## src/rtl/one_hot_ptr_fifo_pkg.sv

```systemverilog
// Shared helpers for the one-hot pointer FIFO.
package one_hot_ptr_fifo_pkg;

    localparam int unsigned MAX_PTR_W = 32;

    // Rotate the low `width` bits of vec left by one; bits above width come back as zero.
    function automatic logic [MAX_PTR_W-1:0] ptr_rotl(input logic [MAX_PTR_W-1:0] vec,
                                                      input int unsigned width);
        logic [MAX_PTR_W-1:0] r;
        r = '0;
        for (int unsigned i = 0; i < MAX_PTR_W; i++) begin
            if (i < width) begin
                r[5'((i + 1 == width) ? 0 : i + 1)] = vec[i];
            end
        end
        return r;
    endfunction

endpackage

```

## src/rtl/one_hot_ptr_fifo_rotator.sv

```systemverilog
// One-hot pointer register: resets to entry 0 and rotates left when en is high.
module one_hot_ptr_rotator
    import one_hot_ptr_fifo_pkg::*;
#(
    parameter int WIDTH = 4
) (
    input  logic             clk,
    input  logic             rst,
    input  logic             en,
    output logic [WIDTH-1:0] ptr
);

    generate
        if (WIDTH == 1) begin : g_single
            logic unused_inputs;
            assign unused_inputs = &{1'b0, clk, rst, en};
            assign ptr = 1'b1;
        end else begin : g_rot
            logic [WIDTH-1:0] ptr_q;
            logic [WIDTH-1:0] ptr_d;

            always_comb begin
                ptr_d = ptr_q;
                if (en) begin
                    ptr_d = WIDTH'(ptr_rotl(MAX_PTR_W'(ptr_q), WIDTH));
                end
            end

            always_ff @(posedge clk or posedge rst) begin
                if (rst) begin
                    ptr_q <= WIDTH'(1);
                end else begin
                    ptr_q <= ptr_d;
                end
            end

            assign ptr = ptr_q;
        end
    endgenerate

endmodule

```

## src/rtl/one_hot_ptr_fifo.sv

```systemverilog
// Shallow FIFO with rotating one-hot read/write pointers and an AND-OR read mux.
module one_hot_ptr_fifo
    import one_hot_ptr_fifo_pkg::*;
#(
    parameter int DATA_WIDTH = 32,
    parameter int DEPTH      = 4
) (
    input  logic                  clk,
    input  logic                  rst,
    input  logic                  push,
    input  logic [DATA_WIDTH-1:0] data_in,
    input  logic                  pop,
    output logic [DATA_WIDTH-1:0] data_out,
    output logic                  valid,
    output logic                  full,
    output logic                  overflow,
    output logic                  underflow
);

    localparam int CW = $clog2(DEPTH + 1);

    logic [DEPTH-1:0]      wr_ptr;
    logic [DEPTH-1:0]      rd_ptr;
    logic [CW-1:0]         count_q, count_d;
    logic                  overflow_q, overflow_d;
    logic                  underflow_q, underflow_d;
    logic [DATA_WIDTH-1:0] mem_q [DEPTH];
    logic [DATA_WIDTH-1:0] mem_d [DEPTH];
    logic                  push_acc, pop_acc;

    assign valid    = (count_q != '0);
    assign full     = (count_q == CW'(DEPTH));
    assign push_acc = push & (~full | pop);
    assign pop_acc  = pop & valid;

    one_hot_ptr_rotator #(.WIDTH(DEPTH)) u_wr_ptr (
        .clk (clk),
        .rst (rst),
        .en  (push_acc),
        .ptr (wr_ptr)
    );

    one_hot_ptr_rotator #(.WIDTH(DEPTH)) u_rd_ptr (
        .clk (clk),
        .rst (rst),
        .en  (pop_acc),
        .ptr (rd_ptr)
    );

    always_comb begin
        count_d = count_q;
        if (push_acc && !pop_acc) begin
            count_d = count_q + CW'(1);
        end else if (pop_acc && !push_acc) begin
            count_d = count_q - CW'(1);
        end
        overflow_d  = push & full & ~pop;
        underflow_d = pop & ~valid;
    end

    always_comb begin
        for (int unsigned i = 0; i < DEPTH; i++) begin
            mem_d[i] = mem_q[i];
            if (push_acc && wr_ptr[i]) begin
                mem_d[i] = data_in;
            end
        end
    end

    always_comb begin
        data_out = '0;
        for (int unsigned i = 0; i < DEPTH; i++) begin
            data_out = data_out | (mem_q[i] & {DATA_WIDTH{rd_ptr[i]}});
        end
    end

    always_ff @(posedge clk or posedge rst) begin
        if (rst) begin
            count_q     <= '0;
            overflow_q  <= 1'b0;
            underflow_q <= 1'b0;
        end else begin
            count_q     <= count_d;
            overflow_q  <= overflow_d;
            underflow_q <= underflow_d;
        end
    end

    // Storage is deliberately not reset; contents are only visible through a valid head.
    always_ff @(posedge clk) begin
        mem_q <= mem_d;
    end

    assign overflow  = overflow_q;
    assign underflow = underflow_q;

    a_wr_onehot: assert property (@(posedge clk) disable iff (rst) $onehot(wr_ptr));
    a_rd_onehot: assert property (@(posedge clk) disable iff (rst) $onehot(rd_ptr));
    a_count_max: assert property (@(posedge clk) disable iff (rst) count_q <= CW'(DEPTH));
    a_full_ptrs: assert property (@(posedge clk) disable iff (rst) full |-> (wr_ptr == rd_ptr));
    a_empty_ptrs: assert property (@(posedge clk) disable iff (rst) !valid |-> (wr_ptr == rd_ptr));

endmodule

```

## config.mk

```make
export PLATFORM = sky130hd
export DESIGN_NAME = one_hot_ptr_fifo
export DESIGN_NICKNAME = d
export VERILOG_FILES = /design/src/rtl/one_hot_ptr_fifo_pkg.sv /design/src/rtl/one_hot_ptr_fifo_rotator.sv /design/src/rtl/one_hot_ptr_fifo.sv
export SDC_FILE = /design/constraint.sdc
export NUM_CORES = 1
export LEC_CHECK = 0
export CORE_MARGIN = 2
export CORE_UTILIZATION = 54
export DETAILED_ROUTE_END_ITERATION = 6
export PLACE_DENSITY = 0.91
export SYNTH_ARGS = -nofsm -noshare
export SYNTH_HDL_FRONTEND = slang
export SYNTH_SLANG_ARGS = --single-unit
```

## constraint.sdc

```tcl
create_clock -name clk -period 2.5 [get_ports clk]
set_input_delay 0.375 -clock clk [delete_from_list [all_inputs] [get_ports clk]]
set_output_delay 0.375 -clock clk [all_outputs]
set_load 0.05 [all_outputs]
```

==> flow_summary.yaml, run 1 <==
sta:
  period_needed_ns: 2.374
  final-setup-viol-count: 0
  worstMarginPinSlew_ns: 0.8206
  tns_ns: 0
  rsz0062_at_grt: "no"
  fmax_mhz: 421.3
  period_share_pct: 94.95
  skew_ns: 0.007491
  hold_viol: 0
  slew_headroom_pct: 45.30
  drv_slew: 0
layout:
  antenna_cells: 0
  nNetsFinal: 401
  area_growth_pct: 34.29
  nFillCells: 512
  drive_gt1_share_pct: 23.80
  mostFrequentLayoutCells: "edfxtp_1, a22oi_1, clkdlybuf4s50_1, nand2_1, buf_12"
  final_common_cell: "edfxtp_1"
  fin_util_pct: 74.44
  stdcell_count: 485
cts:
  cts_root_buf: "clkbuf_8"
  cts_tree: "built"
  cts_htree_levels: 4
  cts_setup_buffers: 0
  insertion_delay_ns: 0.52
  cts_buffer_depth: 2
  cts.clk_slew.worst_paths_ns: 0.06
  cts_buffers: 17
  clock-sinks: 141
global_route:
  antenna_found_initial: 0
  grt_pass1_wl_mm: 16.04
  grt_pass1_vias: 2985
  grt_max_degree: 35
  grt_overflow: 0
  grt_use_total_pct: 21.61
run:
  cap_viol_max_count: 0
worst_hold_path:
  hold_class: "in2async"
logic_synthesis:
  ys.warnings.count: 0
  netlist_area_mm2: 0.005097
  syn_inst: 283
  seq_area_frac_synth_pct: 81.84
  synth.top_cell.area_share_pct: 75.41
  postSynthAreaPerCell_um2: 18.01
  ys_ff_latch: 141
  synth_area_leaders: "edfxtp_1, a22oi_1, dfrtp_1, nand2_1, mux2_2"
  synth_nets: 321
  synth_cell_type_count: 21
  synth_top_area_cell: "edfxtp_1"
drt:
  drt-initial-drc-count: 218
  routed_wl_mm: 10.36
  drc: 0
  final_antenna_net_count: 0
  vias: 2841
  drt_first_pass_iters: 5
  viasPerCell: 5.858
  post_drt_wl_per_cell_um: 21.36
place:
  hpwl_mm: 6.072
  dp.cells: 455
  globalplace.congestion: 0.7094
  io_buffer_count: 71
critical_path:
  critPathArrivalTime_ns: 2.00
  worst-path-max-fanout: 4
  reg2reg_depth: 7
  reg2reg_from: "count_q[1]$_DFFE_PP0P_"
  critPathLaunch: "count_q[1]$_DFFE_PP0P_"
  worstPathRequired_ns: 2.12
  endpoint_kind: "output port"
  start_kind: "flip-flop"
  path_class: "reg2out"
power:
  vdd_ir_drop_max_mv: 0.5530
  power.density_mw_per_mm2: 798.9
  p_leak_nw: 2.464
  total_power_w: 0.005469
floorplanning:
  core_area_mm2: 0.009196
  start_util_pct: 55.43
  die_y_um: 101.2
  std_cell_rows: 35
  fp.dieW_um: 101.2
  dieArea_mm2: 0.01023
  ios: 72
run_status:
  outcome: "finished, final reports clean"
-- final cells by class --
class	instances	area, um2	area share (%)
clock buffer	17	414.1	6.050
clock inverter	13	173.9	2.541
inverter	5	18.77	0.2742
multi-input combinational	121	847.1	12.37
sequential	141	4179	61.05
tap	111	138.9	2.029
timing repair buffer	77	1074	15.68
-- sequential cells by signal (all words and copies together) (netlist names) --
name	count
count_q	3
mem_q	128
overflow	1
u_rd_ptr.ptr	4
u_wr_ptr.ptr	4
underflow	1
-- report_power, final --
part | switching [W] | total, W | internal (W) | leakage [nW]
clock | 0.000910 | 0.00251 | 0.00160 | 0.291
sequential | 0.0000309 | 0.00263 | 0.00260 | 1.31
combinational | 0.000180 | 0.000326 | 0.000145 | 0.860
-- Yosys cell counts --
library cell,number
or3b_1,1
dfrtp_1,11
mux2_2,8
clkbuf_1,16
mux2_4,1
and3_1,1
fa_1,1
inv_2,1
inv_1,4
and2_2,4
o21ai_4,1
nand2_2,1
edfxtp_1,128
dfstp_2,2
ha_1,1
a22oi_1,64
nor2_1,2
xor2_1,2
or3_2,1
nand2_1,32
xnor2_1,1
-- routing by layer --
metal / GRT usage, % / vias to the layer above / part of all wire (%)
met5: 0 / - / 0
met4: 7.588 / 0 / 1.1
met3: 6.556 / 9 / 6.3
met2: 35.66 / 124 / 54
met1: 27.56 / 1435 / 39
li1: - / 1273 / -
-- worst paths after layout --
| check | end | slack (ns) |
|---|---|---|
| setup / recovery | full | 0.13 |
| hold / removal | count_q[2]$_DFFE_PP0P_ | 0.19 |
| setup reg to reg | count_q[1]$_DFFE_PP0P_ | 0.24 |
| hold reg to reg | count_q[2]$_DFFE_PP0P_ | 0.48 |
| max in group asynchronous | u_wr_ptr.ptr[0]$_DFFE_PP1N_ | 1.97 |
| min in group clk | count_q[2]$_DFFE_PP0P_ | 0.48 |
-- what timing repair did --
action | 4_1_cts | 5_1_grt
endpoints found under the hold margin | 0 | 0
setup endpoints to repair | 34 | 27
pin swaps | 0 | 0
hold buffers | 0 | 0
resized for setup | 4 | 2
-- cell families (layout without fill, tap and decap cells) --
| group | after synthesis | in the layout | share of synthesized area, % |
|---|---|---|---|
| flops | 141 | 141 | 81.84 |
| compound gates | 65 | 65 | 9.745 |
| simple gates | 42 | 42 | 3.658 |
| buf+inv | 21 | 112 | 1.546 |
| mux | 9 | 9 | 2.062 |
| xor+xnor | 3 | 3 | 0.5156 |
| fa+ha+maj | 2 | 2 | 0.6382 |
-- worst max-delay path, stage by stage (launching register included) --
cell           delay [ns]
dfrtp_1              0.42
or3b_1               0.44
inv_1                0.09
dlygate4sd2_1        0.53
-- stage by stage --
step                      setup slack (ns)  area [um2]  hold WS (ns)
after CTS                         0.009288        6840        0.1946
after detailed placement            0.2196        6252        0.4635
after global routing               0.03048        6845        0.2198
after floorplan                     0.2153        5097        0.2505
final                               0.1262        6845        0.1854
after global placement              0.2681        6252        0.4604
Note: power is estimated with default switching activity, not from simulation.
==> run 2: changes to the inputs <==
--- a/config.mk
+++ b/config.mk
@@ -6,9 +6,10 @@
 export NUM_CORES = 1
 export LEC_CHECK = 0
 export CORE_MARGIN = 2
-export CORE_UTILIZATION = 54
+export CORE_UTILIZATION = 35
 export DETAILED_ROUTE_END_ITERATION = 6
-export PLACE_DENSITY = 0.91
+export PLACE_DENSITY = 0.67
+export SLEW_MARGIN = 20
 export SYNTH_ARGS = -nofsm -noshare
 export SYNTH_HDL_FRONTEND = slang
 export SYNTH_SLANG_ARGS = --single-unit
==> run 2 against run 1 <==
- sequential power about the same
- clock power about the same
- sequential share of layout area down 1.4 points
- critical endpoint is now data_out[27]
- final area up 2.3%
==> flow_summary.yaml, run 2 (synthesis gave the netlist of run 1 again) <==
run_status:
  outcome: "finished, final reports clean"
global_route:
  grt_pass1_vias: 2968
  grt_overflow: 0
  grt_max_degree: 35
  grt_pass1_wl_mm: 16.13
  grt_use_total_pct: 13.76
  antenna_found_initial: 1
run:
  cap_viol_max_count: 0
critical_path:
  critPathLaunch: "u_rd_ptr.ptr[0]$_DFFE_PP1P_"
  reg2reg_to: "count_q[1]$_DFFE_PP0P_"
  endpoint_kind: "output port"
  reg2reg_from: "count_q[1]$_DFFE_PP0P_"
  r2r_slack_ns: 0.22
  path_class: "reg2out"
  start_kind: "flip-flop"
  worst-path-max-fanout: 19
  critPathArrivalTime_ns: 1.93
  reg2reg_depth: 7
  worstPathRequired_ns: 2.12
cts:
  cts_tree: "built"
  cts_htree_levels: 4
  cts.clk_slew.worst_paths_ns: 0.06
  postCtsHoldBufs: 0
  cts_buffers: 17
  insertion_delay_ns: 0.41
  cts_setup_buffers: 0
  cts_root_buf: "clkbuf_16"
  cts_buffer_depth: 2
  clock-sinks: 141
drt:
  routed_wl_mm: 10.28
  final_antenna_net_count: 0
  drt-initial-drc-count: 216
  post_drt_wl_per_cell_um: 18.36
  viasPerCell: 4.923
  vias: 2757
  drc: 0
  drt_first_pass_iters: 6
layout:
  nNetsFinal: 401
  area_growth_pct: 37.41
  largest_register_ffs: 128
  mostFrequentLayoutCells: "edfxtp_1, a22oi_1, clkdlybuf4s50_1, buf_12, nand2_1"
  drive_gt1_share_pct: 23.20
  stdcell_area_mm2: 0.007004
  final_common_cell: "edfxtp_1"
  top_register: "mem_q"
sta:
  final-setup-viol-count: 0
  slew_headroom_pct: 49.97
  worstMarginPinSlew_ns: 0.7504
  drv_slew: 0
  skew_ns: 0.007143
  period_needed_ns: 2.310
  fmax_mhz: 433.0
  period_share_pct: 92.39
  rsz0062_at_grt: "no"
  hold_viol: 0
  tns_ns: 0
floorplanning:
  fp.dieW_um: 124.7
  dieArea_mm2: 0.01555
  ios: 72
  start_util_pct: 35.48
  die_y_um: 124.7
  core_area_mm2: 0.01437
  std_cell_rows: 44
power:
  power.density_mw_per_mm2: 783.6
  p_leak_nw: 2.474
  vdd_ir_drop_max_mv: 0.5542
place:
  io_buffer_count: 71
  post_dp_cell_area_mm2: 0.006397
  globalplace.congestion: 0.6756
  hpwl_mm: 6.108
worst_hold_path:
  hold_class: "in2async"
-- run 2: cell types whose count changed in the layout (fill, tap and decap cells not counted), sizes merged --
cell,delta
diode,+1
clkbuf,+1
clkinvlp,+1
dlymetal6s2s,+1
dlygate4sd2,-1
inv,-1
-- run 2: layer usage --
| metal | part of all wire, % | wire length, um | up-vias | global-route usage [%] |
|---|---|---|---|---|
| li1 | - | - | 1282 | - |
| met2 | 49 | 5032 | 89 | 22.02 |
| met3 | 7.1 | 731 | 8 | 5.842 |
| met4 | 1.1 | 108 | 0 | 4.428 |
| met5 | 0 | 0 | - | 0 |
| met1 | 43 | 4410 | 1378 | 16.92 |
-- run 2: timing repair --
item / CTS / global route
pin swaps: 0 / 0
endpoints found under the setup margin: 1 / 1
resized for setup: 1 / 1
-- run 2: how the worst max path moves through the flow --
stage               slack [ns]                      to  depth (start not counted)
floorplan                 0.22  count_q[2]$_DFFE_PP0P_                          8
global placement          0.23  count_q[2]$_DFFE_PP0P_                          9
detailed placement        0.16  count_q[1]$_DFFE_PP0P_                          7
CTS                       0.04                   valid                          2
global route              0.09            data_out[18]                          4
finish                    0.19            data_out[27]                          4
-- run 2: critical path, cell delays in order (launching register included) --
cell,delay [ns]
dfstp_2,0.80
buf_4,0.27
a22oi_1,0.11
nand2_1,0.19
buf_12,0.16
-- run 2: power by group --
group | switching (W) | internal, W | total (W)
clock network | 0.000879 | 0.00165 | 0.00253
logic | 0.000178 | 0.000149 | 0.000327
registers | 0.0000285 | 0.00260 | 0.00263
-- run 2: stage by stage --
| stage | setup WS, ns | util [%] | instances | power (W) | hold slack, ns |
|---|---|---|---|---|---|
| 2_1_floorplan | 0.2153 | - | 283 | 0.002868 | 0.2505 |
| 3_3_place_gp | 0.2306 | 44.52 | 528 | 0.002992 | 0.4629 |
| 3_5_place_dp | 0.1632 | 44.52 | 528 | 0.003016 | 0.4730 |
| 4_1_cts | 0.03976 | 48.71 | 559 | 0.005541 | 0.2928 |
| 5_1_grt | 0.08693 | 48.73 | 559 | 0.005655 | 0.3496 |
| 6_report | 0.1903 | 48.75 | 560 | 0.005488 | 0.2872 |
-- run 2: layout make-up --
class	instances	area [um2]
diodes	1	2.502
clock buffers	18	429.2
clock inverters	13	173.9
fillers	1180	7365
inverters	5	18.77
multi-input cells	121	847.1
flip-flops and latches	141	4175
well taps	184	230.2
repair buffers	77	1127
